$ cat src/rtl/pot_spi_pkg.sv
// Shared encodings and constants for the potentiometer SPI master.
package pot_spi_pkg;

    // Command encodings; they also form the C1..C0 bits of the frame.
    localparam logic [1:0] CMD_WRITE = 2'b00;
    localparam logic [1:0] CMD_INC   = 2'b01;
    localparam logic [1:0] CMD_DEC   = 2'b10;
    localparam logic [1:0] CMD_READ  = 2'b11;

    localparam int FRAME_LONG  = 16;
    localparam int FRAME_SHORT = 8;
    // Transmission-order slot (0 = first bit) where the device drives CMDERR.
    localparam int CMDERR_SLOT = 6;

    typedef enum logic [2:0] {
        ST_IDLE,
        ST_SETUP,
        ST_SHIFT,
        ST_HOLD,
        ST_GAP,
        ST_ERR
    } state_e;

    // Frame left-aligned in 16 bits so the first bit out is always bit 15.
    function automatic logic [15:0] build_frame(input logic [3:0] addr,
                                                input logic [1:0] cmd,
                                                input logic [8:0] wdata);
        if (cmd == CMD_INC || cmd == CMD_DEC)
            return {addr, cmd, 2'b11, 8'h00};
        return {addr, cmd, 1'b1, (cmd == CMD_WRITE) ? wdata : 9'h000};
    endfunction

endpackage

$ cat src/rtl/spi_tick_gen.sv
// Half-period divider for SCLK. phase_q tracks which half of the SCLK period
// is running: 0 for the setup / high halves, 1 for the low / hold halves.
module spi_tick_gen #(
    parameter int CLK_DIV = 4
) (
    input  logic clk,
    input  logic rst,
    input  logic clr,
    output logic rise_tick,
    output logic fall_tick
);
    localparam int CW = (CLK_DIV > 2) ? $clog2(CLK_DIV) : 1;
    localparam logic [CW-1:0] LAST = CW'(CLK_DIV - 1);

    logic [CW-1:0] cnt_q, cnt_d;
    logic          phase_q, phase_d;

    // Count within the half period, flip phase at each half-period end.
    always_comb begin
        cnt_d   = cnt_q + 1'b1;
        phase_d = phase_q;
        if (clr) begin
            cnt_d   = '0;
            phase_d = 1'b0;
        end else if (cnt_q == LAST) begin
            cnt_d   = '0;
            phase_d = ~phase_q;
        end
    end

    // Divider state register.
    always_ff @(posedge clk) begin
        if (rst) begin
            cnt_q   <= '0;
            phase_q <= 1'b0;
        end else begin
            cnt_q   <= cnt_d;
            phase_q <= phase_d;
        end
    end

    assign rise_tick = (cnt_q == LAST) &&  phase_q;
    assign fall_tick = (cnt_q == LAST) && !phase_q;

endmodule

$ cat src/rtl/pot_spi_master.sv
// SPI mode-0 master for a bank of MCP41HVX1-class potentiometers with shared
// SCLK/MOSI/MISO and per-channel chip select / wiper latch.
module pot_spi_master
    import pot_spi_pkg::*;
#(
    parameter int N_CH    = 4,
    parameter int CH_W    = 2,
    parameter int DATA_W  = 9,
    parameter int CLK_DIV = 4
) (
    input  logic              clk,
    input  logic              rst,
    input  logic              req_valid,
    output logic              req_ready,
    input  logic [CH_W-1:0]   req_ch,
    input  logic [1:0]        req_cmd,
    input  logic [3:0]        req_addr,
    input  logic [DATA_W-1:0] req_data,
    output logic              rsp_valid,
    output logic              rsp_err,
    output logic [DATA_W-1:0] rsp_data,
    output logic              busy,
    output logic              spi_sclk,
    output logic              spi_mosi,
    input  logic              spi_miso,
    output logic [N_CH-1:0]   spi_cs_n,
    output logic [N_CH-1:0]   spi_wlat_n
);

    state_e              state_q, state_d;
    logic [CH_W-1:0]     ch_q, ch_d;
    logic [1:0]          cmd_q, cmd_d;
    logic [15:0]         shreg_q, shreg_d;     // MOSI is always shreg_q[15]
    logic [DATA_W-1:0]   rx_q, rx_d;           // last DATA_W MISO bits
    logic [3:0]          bit_idx_q, bit_idx_d;
    logic                err_q, err_d;
    logic                sclk_q, sclk_d;
    logic [N_CH-1:0]     cs_n_q, cs_n_d;
    logic                rsp_valid_q, rsp_valid_d;
    logic                rsp_err_q, rsp_err_d;
    logic [DATA_W-1:0]   rsp_data_q, rsp_data_d;
    logic [8:0]          wdata;
    logic [3:0]          last_idx;
    logic                rise_tick, fall_tick, tick;

    spi_tick_gen #(.CLK_DIV(CLK_DIV)) u_tick (
        .clk       (clk),
        .rst       (rst),
        .clr       (state_q == ST_IDLE),
        .rise_tick (rise_tick),
        .fall_tick (fall_tick)
    );

    assign tick     = rise_tick | fall_tick;
    assign last_idx = (cmd_q == CMD_WRITE || cmd_q == CMD_READ) ?
                      4'(FRAME_LONG - 1) : 4'(FRAME_SHORT - 1);

    // Next-state, datapath and registered-output logic.
    always_comb begin
        state_d     = state_q;
        ch_d        = ch_q;
        cmd_d       = cmd_q;
        shreg_d     = shreg_q;
        rx_d        = rx_q;
        bit_idx_d   = bit_idx_q;
        err_d       = err_q;
        sclk_d      = 1'b0;
        rsp_valid_d = 1'b0;
        rsp_err_d   = 1'b0;
        rsp_data_d  = '0;
        wdata       = '0;
        wdata[DATA_W-1:0] = req_data;
        case (state_q)
            ST_IDLE: begin
                if (req_valid) begin
                    if (int'(req_ch) >= N_CH) begin
                        state_d     = ST_ERR;
                        rsp_valid_d = 1'b1;
                        rsp_err_d   = 1'b1;
                    end else begin
                        state_d   = ST_SETUP;
                        ch_d      = req_ch;
                        cmd_d     = req_cmd;
                        shreg_d   = build_frame(req_addr, req_cmd, wdata);
                        rx_d      = '0;
                        bit_idx_d = '0;
                        err_d     = 1'b0;
                    end
                end
            end
            ST_SETUP: if (tick) state_d = ST_SHIFT;
            ST_SHIFT: begin
                sclk_d = sclk_q;
                if (rise_tick) begin
                    sclk_d = 1'b1;
                    rx_d   = {rx_q[DATA_W-2:0], spi_miso};
                    if (bit_idx_q == 4'(CMDERR_SLOT) && !spi_miso) err_d = 1'b1;
                end
                if (fall_tick) begin
                    sclk_d = 1'b0;
                    if (bit_idx_q == last_idx) begin
                        state_d = ST_HOLD;
                        shreg_d = '0;
                    end else begin
                        bit_idx_d = bit_idx_q + 1'b1;
                        shreg_d   = {shreg_q[14:0], 1'b0};
                    end
                end
            end
            ST_HOLD: begin
                if (tick) begin
                    state_d     = ST_GAP;
                    rsp_valid_d = 1'b1;
                    rsp_err_d   = err_q;
                    rsp_data_d  = (cmd_q == CMD_READ) ? rx_q : '0;
                end
            end
            ST_GAP:  if (tick) state_d = ST_IDLE;
            default: state_d = ST_IDLE;
        endcase

        cs_n_d = '1;
        if (state_d inside {ST_SETUP, ST_SHIFT, ST_HOLD})
            for (int i = 0; i < N_CH; i++)
                if (ch_d == CH_W'(i)) cs_n_d[i] = 1'b0;
    end

    // State and output registers; reset drops any frame in flight silently.
    always_ff @(posedge clk) begin
        if (rst) begin
            state_q     <= ST_IDLE;
            ch_q        <= '0;
            cmd_q       <= CMD_WRITE;
            shreg_q     <= '0;
            rx_q        <= '0;
            bit_idx_q   <= '0;
            err_q       <= 1'b0;
            sclk_q      <= 1'b0;
            cs_n_q      <= '1;
            rsp_valid_q <= 1'b0;
            rsp_err_q   <= 1'b0;
            rsp_data_q  <= '0;
        end else begin
            state_q     <= state_d;
            ch_q        <= ch_d;
            cmd_q       <= cmd_d;
            shreg_q     <= shreg_d;
            rx_q        <= rx_d;
            bit_idx_q   <= bit_idx_d;
            err_q       <= err_d;
            sclk_q      <= sclk_d;
            cs_n_q      <= cs_n_d;
            rsp_valid_q <= rsp_valid_d;
            rsp_err_q   <= rsp_err_d;
            rsp_data_q  <= rsp_data_d;
        end
    end

    assign req_ready  = (state_q == ST_IDLE);
    assign busy       = !req_ready;
    assign spi_sclk   = sclk_q;
    assign spi_mosi   = shreg_q[15];
    assign spi_cs_n   = cs_n_q;
    assign spi_wlat_n = cs_n_q;
    assign rsp_valid  = rsp_valid_q;
    assign rsp_err    = rsp_err_q;
    assign rsp_data   = rsp_data_q;

endmodule

$ cat config.mk
export PLATFORM = sky130hd
export DESIGN_NAME = pot_spi_master
export DESIGN_NICKNAME = d
export VERILOG_FILES = /design/src/rtl/pot_spi_pkg.sv /design/src/rtl/spi_tick_gen.sv /design/src/rtl/pot_spi_master.sv
export SDC_FILE = /design/constraint.sdc
export NUM_CORES = 1
export LEC_CHECK = 0
export ABC_AREA = 1
export CAP_MARGIN = 20
export CELL_PAD_IN_SITES_DETAIL_PLACEMENT = 0
export CELL_PAD_IN_SITES_GLOBAL_PLACEMENT = 1
export CORE_MARGIN = 8
export CORE_UTILIZATION = 35
export CTS_BUF_LIST = sky130_fd_sc_hd__clkbuf_2 sky130_fd_sc_hd__clkbuf_4 sky130_fd_sc_hd__clkbuf_8
export CTS_CLUSTER_DIAMETER = 60
export DETAILED_ROUTE_END_ITERATION = 10
export HOLD_SLACK_MARGIN = 0.15
export PLACE_DENSITY_LB_ADDON = 0.15
export SYNTH_ARGS = -nofsm -noshare
export SYNTH_HDL_FRONTEND = slang
export SYNTH_SLANG_ARGS = --single-unit
$ cat constraint.sdc
create_clock -name clk -period 1.32 [get_ports clk]
set_input_delay 0.264 -clock clk [delete_from_list [all_inputs] [get_ports clk]]
set_output_delay 0.264 -clock clk [all_outputs]
set_load 0.005 [all_outputs]
## Word level (Yosys, flattened, before mapping)

Index checks and enable logic that the tools add are counted.

- Word-level logic and storage cells: 106
- Register bits after elaboration: 56
- Output and inout port bits: 23
- Bits of input ports: 21

- Bitwise operators: 7
- Mux-type cells: 36
- Reductions and logical operators: 26
- Eq/ne operators: 21
- Add/subtract/negate cells: 2

Operators with widths:

| operator | count |
|---|---|
| 16-bit 2-to-1 mux | 5 |
| 16-bit case mux with 2 select lines | 1 |
| 9-bit 2-to-1 mux | 3 |
| 3-bit 2-to-1 mux | 6 |
| 9-bit case mux with 2 select lines | 1 |
| 4-bit 2-to-1 mux | 4 |
| 3-bit case mux with 5 select lines | 1 |
| 3-bit by 2-bit == test with 1-bit output, second input constant | 4 |
| 1-bit 2-to-1 mux | 11 |
| 2-bit == test, second input constant | 5 |
| 2-bit inequality test, second input constant | 5 |
| 3-bit OR reduction | 3 |
| 4-bit case mux with 2 select lines | 1 |
| 4-bit AND reduction | 2 |
| 3-bit by 1-bit == test with 1-bit output, second input constant | 2 |
| 2-bit logical NOT | 3 |
| 1-bit inverter | 6 |
| 3-bit AND reduction | 2 |
| 2-bit OR reduction | 3 |
| 4-bit by 1-bit adder with 4-bit output, second input constant | 1 |
| 2-bit by 1-bit == test with 1-bit output, second input constant | 2 |
| 4-bit by 3-bit == test with 1-bit output, second input constant | 1 |
| 4-bit == test | 1 |
| 2-bit 2-to-1 mux | 2 |
| 12 further kinds | 17 |

## Depth between registers and ports, before layout

Gate-level depths: netlist of run 1.

- Depth after elaboration: 11
- Mapped depth: 9
- Gate-level depth less buffers: 8

## By module

Synthesis of run 1 repeated with hierarchy kept, for this count alone.

- Cell total of the unflattened synthesis: 305
- Area, all modules: 2306.0 µm²

By module, submodules not included:

| module | times used | seq. area each (µm²) | area an instance (µm²) | cells an instance |
|---|---|---|---|---|
| pot_spi_master | 1 | 1061.0 | 2173.3 | 286 |
| spi_tick_gen | 1 | 60.1 | 132.6 | 19 |

## Worst setup path before layout of run 1

No wires, ideal clock.

- Path kind: register -> register
- Start: register u_tick.cnt_q[0]
- End: register shreg_q[12]
- Data required time: 1203 ps
- Clock period less this slack: 1418 ps
- Path buffers: 1
- Path slack: -98 ps
- Arrival: 1301 ps
- Stages on the path, launching flop included: 10
- Setup time: 117 ps
- Path through: dfxtp_1 > ha_1 > inv_1 > nor2_1 > nand3_1 > nand2_2 > buf_4 > nand2_1 > a21oi_1 > nor2_1

- Longest elaborated chain between the ends: 4

Ends and longest elaborated chain:

| element | RTL line | source |
|---|---|---|
| start, declared | spi_tick_gen.sv:15 | `logic [CW-1:0] cnt_q, cnt_d;` |
| start signal, assigned | spi_tick_gen.sv:37 | `cnt_q <= cnt_d;` |
| 2-bit == test | spi_tick_gen.sv:43 | `assign fall_tick = (cnt_q == LAST) && !phase_q;` |
| 1-bit logical AND | spi_tick_gen.sv:43 |  |
| 2-bit inequality test (no line) | - |  |
| 3-bit AND reduction (no line) | - |  |
| end signal, assigned | pot_spi_master.sv:147 | `shreg_q <= shreg_d;` |
| end, declared | pot_spi_master.sv:33 | `logic [15:0] shreg_q, shreg_d;` |

No other way between the ends.
A chain may end at the register's enable or synchronous reset.

## Worst setup path in the final report of run 1

- Start: register state_q[1]
- End: register cs_n_q[2] (netlist: spi_cs_n[2])

- Longest elaborated chain between the ends: 7
- Elaborated cells on any way between the ends: 21
- Classes of those cells: eq/ne: 8; mux: 9; bitwise: 1; reduce/logical: 3

Ends and longest elaborated chain:

| element | RTL line | source |
|---|---|---|
| start, declared | pot_spi_master.sv:30 | `state_e state_q, state_d;` |
| start signal, assigned | pot_spi_master.sv:144 | `state_q <= state_d;` |
| 3-bit 2-to-1 mux | pot_spi_master.sv:101 | `if (bit_idx_q == last_idx) begin` |
| 3-bit 2-to-1 mux | pot_spi_master.sv:99 | `if (fall_tick) begin` |
| 3-bit case mux with 5 select lines | pot_spi_master.sv:73 | `case (state_q)` |
| 3-bit by 1-bit == test with 1-bit output / 3-bit by 2-bit == test with 1-bit output (equally long branches) | pot_spi_master.sv:123 | `if (state_d inside {ST_SETUP, ST_SHIFT, ST_HOLD})` |
| 3-bit nonzero test | pot_spi_master.sv:123 |  |
| 1-bit inverter (no line) | - |  |
| 2-bit OR reduction (no line) | - |  |
| end signal, assigned | pot_spi_master.sv:152 | `cs_n_q <= cs_n_d;` |
| end, declared | pot_spi_master.sv:38 | `logic [N_CH-1:0] cs_n_q, cs_n_d;` |

Parallel ways exist; a longest one is shown, timed or not.

==> flow_metrics.env, run 1 <==
export IMPL_multi_input_area_sq_um=1270
export IMPL_seq_area_sq_um=1140
export IMPL_drc=0
export IMPL_vias=2329
export IMPL_nets=435
export IMPL_crit_type="reg -> reg"
export IMPL_worst_path_max_delay_cell="dfxtp_4"
export IMPL_grt_max_degree=35
export IMPL_setup_tns_ps=-1300
export IMPL_synth_cell_types=23
export IMPL_die_x_um=98.5
export IMPL_finalHoldViolCount=0
export IMPL_cp_cell_sequence="nor2_4 > buf_4 > nand3_4 > buf_6 > nand2_1 > o21ai_2 > nor2_2 > nand3_1"
export IMPL_period_share_pct=108
export IMPL_postCtsHoldBufs=0
export IMPL_clock_skew_final_ps=7.06
export IMPL_grt_ovfl_total=0
export IMPL_cap_violations=0
export IMPL_synth_top_area_cell="dfxtp_1"
export IMPL_final_min_clock_period_ps=1420
export IMPL_wl_um=6100
export IMPL_crit_required_ps=1520
export IMPL_relSlewSlack_pct=83.4
export IMPL_avgSynthCellArea_sq_um=7.27
export IMPL_hp_class="reg -> reg"
export IMPL_rsz0062_at_grt="true"
export IMPL_utilization_pct=54.2
export IMPL_worstSetupStartpointType="flop"
export IMPL_setup_ws_ps=-101
export IMPL_yosysTopAreaCellShare_pct=47.0
export IMPL_portBuffers=43
export IMPL_dieHeight_um=98.5
export IMPL_diodes=0
export IMPL_clkTransAtPathRegs_ps=110
export IMPL_wl_per_cell_um=12.5
export IMPL_drt_iter0_drc=48
export IMPL_synthTopCellsByArea="dfxtp_1, nand2_1, nor2_1, a21oi_1, o21ai_0"
export IMPL_hpwl_um=3980
export IMPL_ctsRootBufferMaster="clkbuf_8"
export IMPL_max_freq_ghz=0.704
export IMPL_antenna_found_initial=0
export IMPL_placed_cell_area_sq_um=3150
export IMPL_critPathMaxStageDelay_ps=370
export IMPL_worstSetupEndpointType="flop"
export IMPL_cts_path_max_buffers=2
export IMPL_power_density_nw_per_um2=947
export IMPL_ys_warn_count=0
export IMPL_power_w=0.00343
export IMPL_synth_common_cells="nand2_1, dfxtp_1, nor2_1"
export IMPL_cts_num_sinks=56
export IMPL_worst_slew_pin_slew_ps=247
export IMPL_numCtsBuffers=5
export IMPL_layout_drive_gt1_share_pct=29.8
export IMPL_drv_slew=0
export IMPL_leakage_nw=1.52
export IMPL_viasPerCell=4.76
export IMPL_ir_drop_uv=503
export IMPL_synth_most_common_cell="nand2_1"
export IMPL_gp_congestion=0.759
export IMPL_track_usage_pct=12.4
export IMPL_num_rows=30
export IMPL_ys_seq_elements=56
export IMPL_cts_tree="built"
export IMPL_syn_inst=328
export IMPL_cts_htree_levels=2
export IMPL_dp_slack_ps=-457
export IMPL_ios=44
export IMPL_firstDrtPassIters=4
export IMPL_cp_arrival_ps=1620
export IMPL_start_util_pct=35.7
export IMPL_design_area_sq_um=3620
export IMPL_setup_viol=23
export IMPL_async_reset_ff_share_pct=0
export IMPL_grt_pass1_vias=2228
export IMPL_die_area_sq_um=9710
export IMPL_violations="setup timing"
export IMPL_synth_edff_count=0
export IMPL_yosysSeqAreaShare_pct=47.0
export IMPL_synth_flop_cell="dfxtp_1"
export IMPL_netlist_area_sq_um=2380
export IMPL_grt_pass1_wl_um=10000
export IMPL_coreArea_sq_um=6680
export IMPL_drtAntennaViolNets=0
export IMPL_clk_latency_ps=310
export IMPL_status="finished with violations"
export IMPL_syn2layout_area_growth_pct=51.9
export IMPL_syn_nets=355
export IMPL_nFillCells=682
export IMPL_cp_max_fo=8
==> where the power goes <==
part           switching [W]  internal (W)
Clock               0.000595      0.000388
Sequential         0.0000551       0.00178
Combinational       0.000300      0.000308
==> through the flow <==
step,hold WS (ps),std cells
finish,430,489
global route,450,489
detailed placement,418,469
global placement,415,469
floorplan,342,328
CTS,435,485
==> final cells by class <==
class	count	share of cell area (%)
well taps	80	2.77
multi-input cells	224	35.2
flip-flops and latches	56	31.5
clock inverters	3	0.691
repair buffers	91	24.6
inverters	30	3.32
clock buffers	5	1.90
==> worst paths after layout <==
path | from | to | slack (ps) | cells past startpoint
worst max register to register | state_q[1]$_SDFF_PP0_ | spi_cs_n[2]$_SDFF_PP1_ | -100 | 8
worst min register to register | rx_q[8]$_SDFFE_PP0P_ | rsp_data[8]$_SDFF_PP0_ | 430 | 2
worst min-delay path | rx_q[8]$_SDFFE_PP0P_ | rsp_data[8]$_SDFF_PP0_ | 430 | 2
worst max-delay path | state_q[1]$_SDFF_PP0_ | spi_cs_n[2]$_SDFF_PP1_ | -100 | 8
==> sequential cells by signal, summed over array words and instances, names as in the netlist <==
register        count
shreg_q            16
rsp_data            9
rx_q                9
bit_idx_q           4
spi_cs_n            4
state_q             3
ch_q                2
cmd_q               2
u_tick.cnt_q        2
err_q               1
rsp_err             1
rsp_valid           1
spi_sclk            1
u_tick.phase_q      1
==> placed cells by master, fill, tap and decap left out, types with 2 or more instances in the layout <==
master and count:
nand3_2 3, dfxtp_1 43, nor2_4 6, a21oi_2 8, buf_6 7, nand4_1 3, nand3_1 12, nor2_2 3
inv_4 3, nand2_4 3, clkbuf_8 5, o21ai_2 2, clkdlybuf4s50_1 20, buf_4 34, nor3_1 3, dfxtp_2 12
buf_12 4, a22oi_1 2, inv_1 23, o21ai_1 11, nand2_1 51, nor2_1 49, dlygate4sd2_1 21, inv_6 2
inv_2 4, clkbuf_16 2, ha_4 4, o21ai_0 19, a21oi_1 27, nand2_2 11, nand3_4 2
==> layer usage <==
metal / vias to the layer above / wire (um) / global-route usage (%) / part of all wire (%)
met5: - / 0 / 0 / 0
met4: 0 / 93 / 4.13 / 1.5
met3: 7 / 288 / 3.74 / 4.7
met2: 41 / 2830 / 21.4 / 46
met1: 1071 / 2890 / 14.4 / 47
li1: 1210 / - / - / -
==> logic make-up after synthesis <==
family	synth area share (%)
buffers and inverters	9.29
XOR/XNOR	0.368
AND/OR/NAND/NOR	25.3
adder cells (fa/ha/maj)	3.15
flip-flops	47.0
AO/OA/AOI/OAI	14.9
==> critical path, delay by kind of cell, from the launching register on <==
family	cells	cell delay (ps)
buf+inv	2	320
compound gates	1	80
flops	1	370
simple gates	5	530
==> repair_timing <==
| item | 4_1_cts | 5_1_grt |
|---|---|---|
| gates cloned | 2 | 2 |
| endpoints found under the setup margin | 70 | 48 |
| pin swaps | 10 | 17 |
| buffers inserted | 6 | 3 |
| gates resized for setup | 64 | 55 |
(Power assumes the default switching activity.)
==> run 2, diff against run 1 <==
--- a/config.mk
+++ b/config.mk
@@ -10,10 +10,11 @@
 export CELL_PAD_IN_SITES_DETAIL_PLACEMENT = 0
 export CELL_PAD_IN_SITES_GLOBAL_PLACEMENT = 1
 export CORE_MARGIN = 8
-export CORE_UTILIZATION = 35
+export CORE_UTILIZATION = 42
 export CTS_BUF_LIST = sky130_fd_sc_hd__clkbuf_2 sky130_fd_sc_hd__clkbuf_4 sky130_fd_sc_hd__clkbuf_8
 export CTS_CLUSTER_DIAMETER = 60
 export DETAILED_ROUTE_END_ITERATION = 10
+export DONT_BUFFER_PORTS = 1
 export HOLD_SLACK_MARGIN = 0.15
 export PLACE_DENSITY_LB_ADDON = 0.15
 export SYNTH_ARGS = -nofsm -noshare
==> run 2 against run 1 <==
Effect of this change: the flow finishes with violations (hold timing, setup timing); maximum frequency is 2.3% higher; wire length shrank 2.7%; register-to-register slack better by 30 ps; non-clock buffer count is 49 lower; power fell by 3.1%; combinational power is 20% lower; final cell count fell by 11%; first-iteration DRC count is 25% higher; setup slack better by 32 ps; critical path type unchanged; critical endpoint is now shreg_q[7]$_SDFFE_PP0P_.
==> flow_metrics.env, run 2 (same netlist as run 1, synthesis figures left out) <==
export IMPL_setup_ws_ps=-68.3
export IMPL_placed_cell_area_sq_um=2630
export IMPL_die_x_um=91.3
export IMPL_cp_arrival_ps=1620
export IMPL_grt_max_degree=29
export IMPL_cp_max_fo=7
export IMPL_coreArea_sq_um=5510
export IMPL_max_freq_ghz=0.720
export IMPL_cts_htree_levels=2
export IMPL_cts_path_max_buffers=2
export IMPL_rsz0062_at_grt="true"
export IMPL_dieHeight_um=91.3
export IMPL_numCtsBuffers=5
export IMPL_top_register="shreg_q"
export IMPL_multi_input_area_sq_um=1340
export IMPL_whs_endpoint="state_q[1]$_SDFF_PP0_"
export IMPL_cts_num_sinks=56
export IMPL_seq_area_sq_um=1140
export IMPL_dp_slack_ps=-119
export IMPL_nets=387
export IMPL_ff2ff_setup_slack_ps=-70
export IMPL_portBuffers=0
export IMPL_relSlewSlack_pct=76.2
export IMPL_drc=0
export IMPL_worstSetupEndpointType="flop"
export IMPL_crit_type="reg -> reg"
export IMPL_clkTransAtPathRegs_ps=110
export IMPL_clk_latency_ps=320
export IMPL_leakage_nw=1.27
export IMPL_status="finished with violations"
export IMPL_grt_ovfl_total=0
export IMPL_hp_class="in -> reg"
export IMPL_hold_depth=1
export IMPL_diodes=0
export IMPL_antenna_found_initial=0
export IMPL_wl_per_cell_um=13.7
export IMPL_worstSetupStartpointType="flop"
export IMPL_cts_tree="built"
export IMPL_drtAntennaViolNets=0
export IMPL_whs_ps=-6.55
export IMPL_start_util_pct=43.3
export IMPL_layout_drive_gt1_share_pct=33.2
export IMPL_ctsRootBufferMaster="clkbuf_8"
export IMPL_final_min_clock_period_ps=1390
export IMPL_num_rows=27
export IMPL_largest_register_ffs=16
export IMPL_wl_um=5940
export IMPL_clock_skew_final_ps=9.95
export IMPL_postCtsHoldBufs=4
export IMPL_grt_pass1_vias=2189
export IMPL_hpwl_um=3950
export IMPL_r2r_start="u_tick.cnt_q[0]$_SDFF_PP0_"
export IMPL_design_area_sq_um=3180
export IMPL_firstDrtPassIters=4
export IMPL_reg2reg_depth=9
export IMPL_syn2layout_area_growth_pct=33.3
export IMPL_crit_required_ps=1550
export IMPL_die_area_sq_um=8340
export IMPL_cap_violations=0
export IMPL_utilization_pct=57.7
export IMPL_gp_congestion=0.826
export IMPL_grt_pass1_wl_um=10100
export IMPL_vias=2161
export IMPL_worst_slew_pin_slew_ps=356
export IMPL_finalHoldViolCount=4
export IMPL_drt_iter0_drc=60
export IMPL_period_share_pct=105
export IMPL_rr_endpoint="shreg_q[7]$_SDFFE_PP0P_"
export IMPL_viasPerCell=4.99
export IMPL_setup_viol=24
export IMPL_drv_slew=0
export IMPL_ir_drop_uv=477
export IMPL_min_from="rst"
export IMPL_nFillCells=537
export IMPL_mostFrequentLayoutCells="nor2_1, dfxtp_1, nand2_1, buf_4, inv_1"
export IMPL_power_density_nw_per_um2=1040
export IMPL_violations="hold timing, setup timing"
export IMPL_track_usage_pct=14.8
export IMPL_ios=44
export IMPL_layout_commonest_cell="nor2_1"
## run 2: per-layer routing
layer  GRT usage, %  part of all wire [%]  routed length, um
met4           7.50                   1.9                115
met5              0                     0                  0
met2           24.7                    48               2820
met1           17.5                    47               2790
met3           2.96                   3.5                209
## run 2: final cells by class
cell class	count	area share, %
Clock inverter	3	0.670
Clock buffer	5	2.17
Multi-Input combinational cell	225	42.3
Timing Repair Buffer	42	12.6
Inverter	30	3.70
Sequential cell	56	35.8
Tap cell	72	2.84
## run 2: worst max-delay path by stage
stage                               start                         to  slack [ps]  cells after the start
6_report       u_tick.cnt_q[0]$_SDFF_PP0_    shreg_q[7]$_SDFFE_PP0P_         -70                      9
5_1_grt        u_tick.cnt_q[0]$_SDFF_PP0_    shreg_q[7]$_SDFFE_PP0P_        -150                      9
4_1_cts        u_tick.cnt_q[0]$_SDFF_PP0_    shreg_q[7]$_SDFFE_PP0P_         -40                      9
3_5_place_dp        state_q[0]$_SDFF_PP0_     spi_cs_n[1]$_SDFF_PP1_        -120                      8
3_3_place_gp        state_q[0]$_SDFF_PP0_     spi_cs_n[1]$_SDFF_PP1_        -120                      8
2_1_floorplan   bit_idx_q[1]$_SDFFE_PP0P_  bit_idx_q[3]$_SDFFE_PP0P_          -1                      7
## run 2: critical path: stages (launching register included)
cell and delay (ps):
dfxtp_4 380, ha_4 150, inv_4 40, nor2_4 110
nand3_2 100, nand2_4 170, buf_8 150, nand2_2 50
a21oi_2 100, nor2_1 60
## run 2: report_power, final
group          switching, W  internal (W)
Sequential        0.0000659       0.00178
Combinational      0.000269      0.000216
Clock              0.000614      0.000379
Total              0.000948       0.00237
## run 2: through the flow
step,std cells,power [W],setup TNS (ps)
3_3_place_gp,413,0.00221,-1400
4_1_cts,429,0.00327,-562
3_5_place_dp,413,0.00221,-1560
5_1_grt,433,0.00348,-3340
6_report,433,0.00332,-1020
2_1_floorplan,328,0.00212,-1.31
## run 2: timing repair
item                                    in CTS  in global routing
gates cloned                                 3                  2
buffers inserted                             1                  2
pin swaps                                   10                 12
endpoints found under the hold margin       17                 16
endpoints found under the setup margin      39                 47
resized for setup                           50                 59
==> run 3, diff against run 2 <==
==> constraint.sdc (replaced) <==
create_clock -name clk -period 1.17 [get_ports clk]
set_input_delay 0.1755 -clock clk [delete_from_list [all_inputs] [get_ports clk]]
set_output_delay 0.1755 -clock clk [all_outputs]
set_load 0.005 [all_outputs]
==> run 3 against run 2 <==
Effect of this change: the flow finishes with violations (setup timing); register-to-register slack worse by 180 ps; maximum frequency down 2.0%; first-iteration DRC count up 23%; wire length up 5.2%; clock power up 14%; core utilization up 4.5 points; final area up 7.8%; die area unchanged; count of clock-buffer cells in the layout unchanged; critical path type unchanged; largest power group unchanged.
==> flow_metrics.env, run 3 (same netlist as run 1, synthesis figures left out) <==
export IMPL_clkTransAtPathRegs_ps=110
export IMPL_cp_max_fo=7
export IMPL_path_delay_family="simple AND/OR/NAND/NOR gates"
export IMPL_drt_iter0_drc=74
export IMPL_relSlewSlack_pct=59.9
export IMPL_hp_class="in -> reg"
export IMPL_grt_pass1_vias=2234
export IMPL_power_density_nw_per_um2=1120
export IMPL_die_area_sq_um=8340
export IMPL_drtAntennaViolNets=0
export IMPL_cts_tree="built"
export IMPL_seq_power_share_pct=54.0
export IMPL_intPower_w=0.00274
export IMPL_grt_ovfl_total=0
export IMPL_numCtsBuffers=5
export IMPL_portBuffers=0
export IMPL_top_register="shreg_q"
export IMPL_hpwl_um=3850
export IMPL_final_min_clock_period_ps=1420
export IMPL_crit_buf_inv=3
export IMPL_vias=2232
export IMPL_drc=0
export IMPL_cts_path_max_buffers=2
export IMPL_combPwrFrac_pct=16.5
export IMPL_layout_commonest_cell="nor2_1"
export IMPL_seq_area_sq_um=1140
export IMPL_start_util_pct=43.3
export IMPL_antenna_found_initial=0
export IMPL_gp_congestion=0.812
export IMPL_cp_arrival_ps=1670
export IMPL_multi_input_area_sq_um=1370
export IMPL_ir_drop_uv=482
export IMPL_switching_share_pct=28.7
export IMPL_diodes=0
export IMPL_viasPerCell=4.95
export IMPL_rsz0062_at_grt="true"
export IMPL_cap_violations=0
export IMPL_crit_required_ps=1420
export IMPL_mostFrequentLayoutCells="nor2_1, nand2_1, dfxtp_1, buf_4, inv_1"
export IMPL_worstSetupStartpointType="flop"
export IMPL_track_usage_pct=15.2
export IMPL_violations="setup timing"
export IMPL_max_freq_ghz=0.706
export IMPL_syn2layout_area_growth_pct=43.7
export IMPL_cp_cell_sequence="ha_4 > inv_4 > nor2_4 > nand3_4 > nand2_8 > buf_6 > buf_16 > o21ai_2 > nor2_1"
export IMPL_ios=44
export IMPL_layout_drive_gt1_share_pct=35.6
export IMPL_setup_ws_ps=-246
export IMPL_period_share_pct=121
export IMPL_switchingPower_w=0.00110
export IMPL_grt_pass1_wl_um=10600
export IMPL_ctsRootBufferMaster="clkbuf_8"
export IMPL_crit_type="reg -> reg"
export IMPL_worstSetupEndpointType="flop"
export IMPL_dp_slack_ps=-234
export IMPL_cts_htree_levels=2
export IMPL_wl_um=6250
export IMPL_num_rows=27
export IMPL_finalHoldViolCount=0
export IMPL_wl_per_cell_um=13.8
export IMPL_dieHeight_um=91.3
export IMPL_cts_num_sinks=56
export IMPL_nFillCells=500
export IMPL_clock_power_share_pct=29.5
export IMPL_setup_tns_ps=-7770
export IMPL_clock_skew_final_ps=8.44
export IMPL_die_x_um=91.3
export IMPL_status="finished with violations"
export IMPL_leakage_nw=1.39
export IMPL_grt_max_degree=29
export IMPL_firstDrtPassIters=4
export IMPL_drv_slew=0
export IMPL_largest_register_ffs=16
export IMPL_coreArea_sq_um=5510
export IMPL_clk_latency_ps=320
export IMPL_nets=405
export IMPL_worst_slew_pin_slew_ps=600
export IMPL_worst_path_max_delay_cell="dfxtp_2"
export IMPL_critPathMaxStageDelay_ps=360
export IMPL_power_w=0.00385
export IMPL_setup_viol=54
==> run 3: changes by cell type in the layout (fill, tap and decap cells not counted), moves of 3 or more <==
cell | before | now
dlygate4sd3_1 | 4 | 13
dfxtp_2 | 3 | 6
nand3_2 | 8 | 4
buf_6 | 8 | 3
nand2_1 | 45 | 49
buf_4 | 25 | 37
a21oi_2 | 15 | 19
a21oi_1 | 19 | 15
nand2_2 | 16 | 12
dfxtp_1 | 50 | 47
==> run 3: layout make-up <==
class	instances	share of cell area (%)
tap	72	2.63
clock buffer	5	2.01
inverter	30	3.65
sequential	56	33.3
clock inverter	3	0.804
timing repair buffer	60	17.5
multi-input combinational	225	40.1
==> run 3: path summary, 6_finish.rpt <==
path,to,slack [ps],startpoint,cells past startpoint
hold reg to reg,rsp_data[8]$_SDFF_PP0_,440,rx_q[8]$_SDFFE_PP0P_,2
setup reg to reg,shreg_q[15]$_SDFFE_PP0P_,-250,u_tick.cnt_q[1]$_SDFF_PP0_,9
hold / removal,spi_cs_n[3]$_SDFF_PP1_,180,rst,3
setup / recovery,shreg_q[15]$_SDFFE_PP0P_,-250,u_tick.cnt_q[1]$_SDFF_PP0_,9
==> run 3: power by group through the flow <==
stage	Clock [W]	Combinational, W	Sequential (W)
floorplan	0	0.000323	0.00210
global placement	0	0.000416	0.00211
detailed placement	0	0.000422	0.00211
CTS	0.00117	0.000620	0.00208
global route	0.00124	0.000701	0.00209
finish	0.00113	0.000633	0.00208
==> run 3: per-layer routing <==
| metal | routed length [um] | up-vias | track usage, % | share of wire, % |
|---|---|---|---|---|
| met5 | 0 | - | 0 | 0 |
| met4 | 67 | 0 | 3.96 | 1.1 |
| met3 | 201 | 9 | 3.46 | 3.2 |
| met2 | 3090 | 37 | 26.7 | 50 |
| met1 | 2880 | 1024 | 18.3 | 46 |
| li1 | - | 1162 | - | - |
==> run 3: worst reg2reg max path: stages, from the launching register on <==
cell,delay [ps]
dfxtp_2,360
ha_4,150
inv_4,40
nor2_4,130
nand3_4,110
nand2_8,120
buf_6,140
buf_16,130
o21ai_2,50
nor2_1,120
==> run 3: per-stage QoR <==
step           area [sq um]  std cells  hold slack [ps]  utilization, %
2_1_floorplan          2500        328              254               -
3_3_place_gp           2770        417              240            50.4
3_5_place_dp           2770        417              242            50.4
4_1_cts                3370        451              168            61.1
5_1_grt                3420        451              185            62.2
6_report               3420        451              179            62.2
==> run 3: timing repair <==
action                                 CTS  global route
endpoints found under the hold margin   36             0
setup endpoints to repair               51            56
gates resized for setup                 74            19
hold buffers                            13             0
cloned                                   4             0
setup buffers                           10             2
pin swaps                               22            15
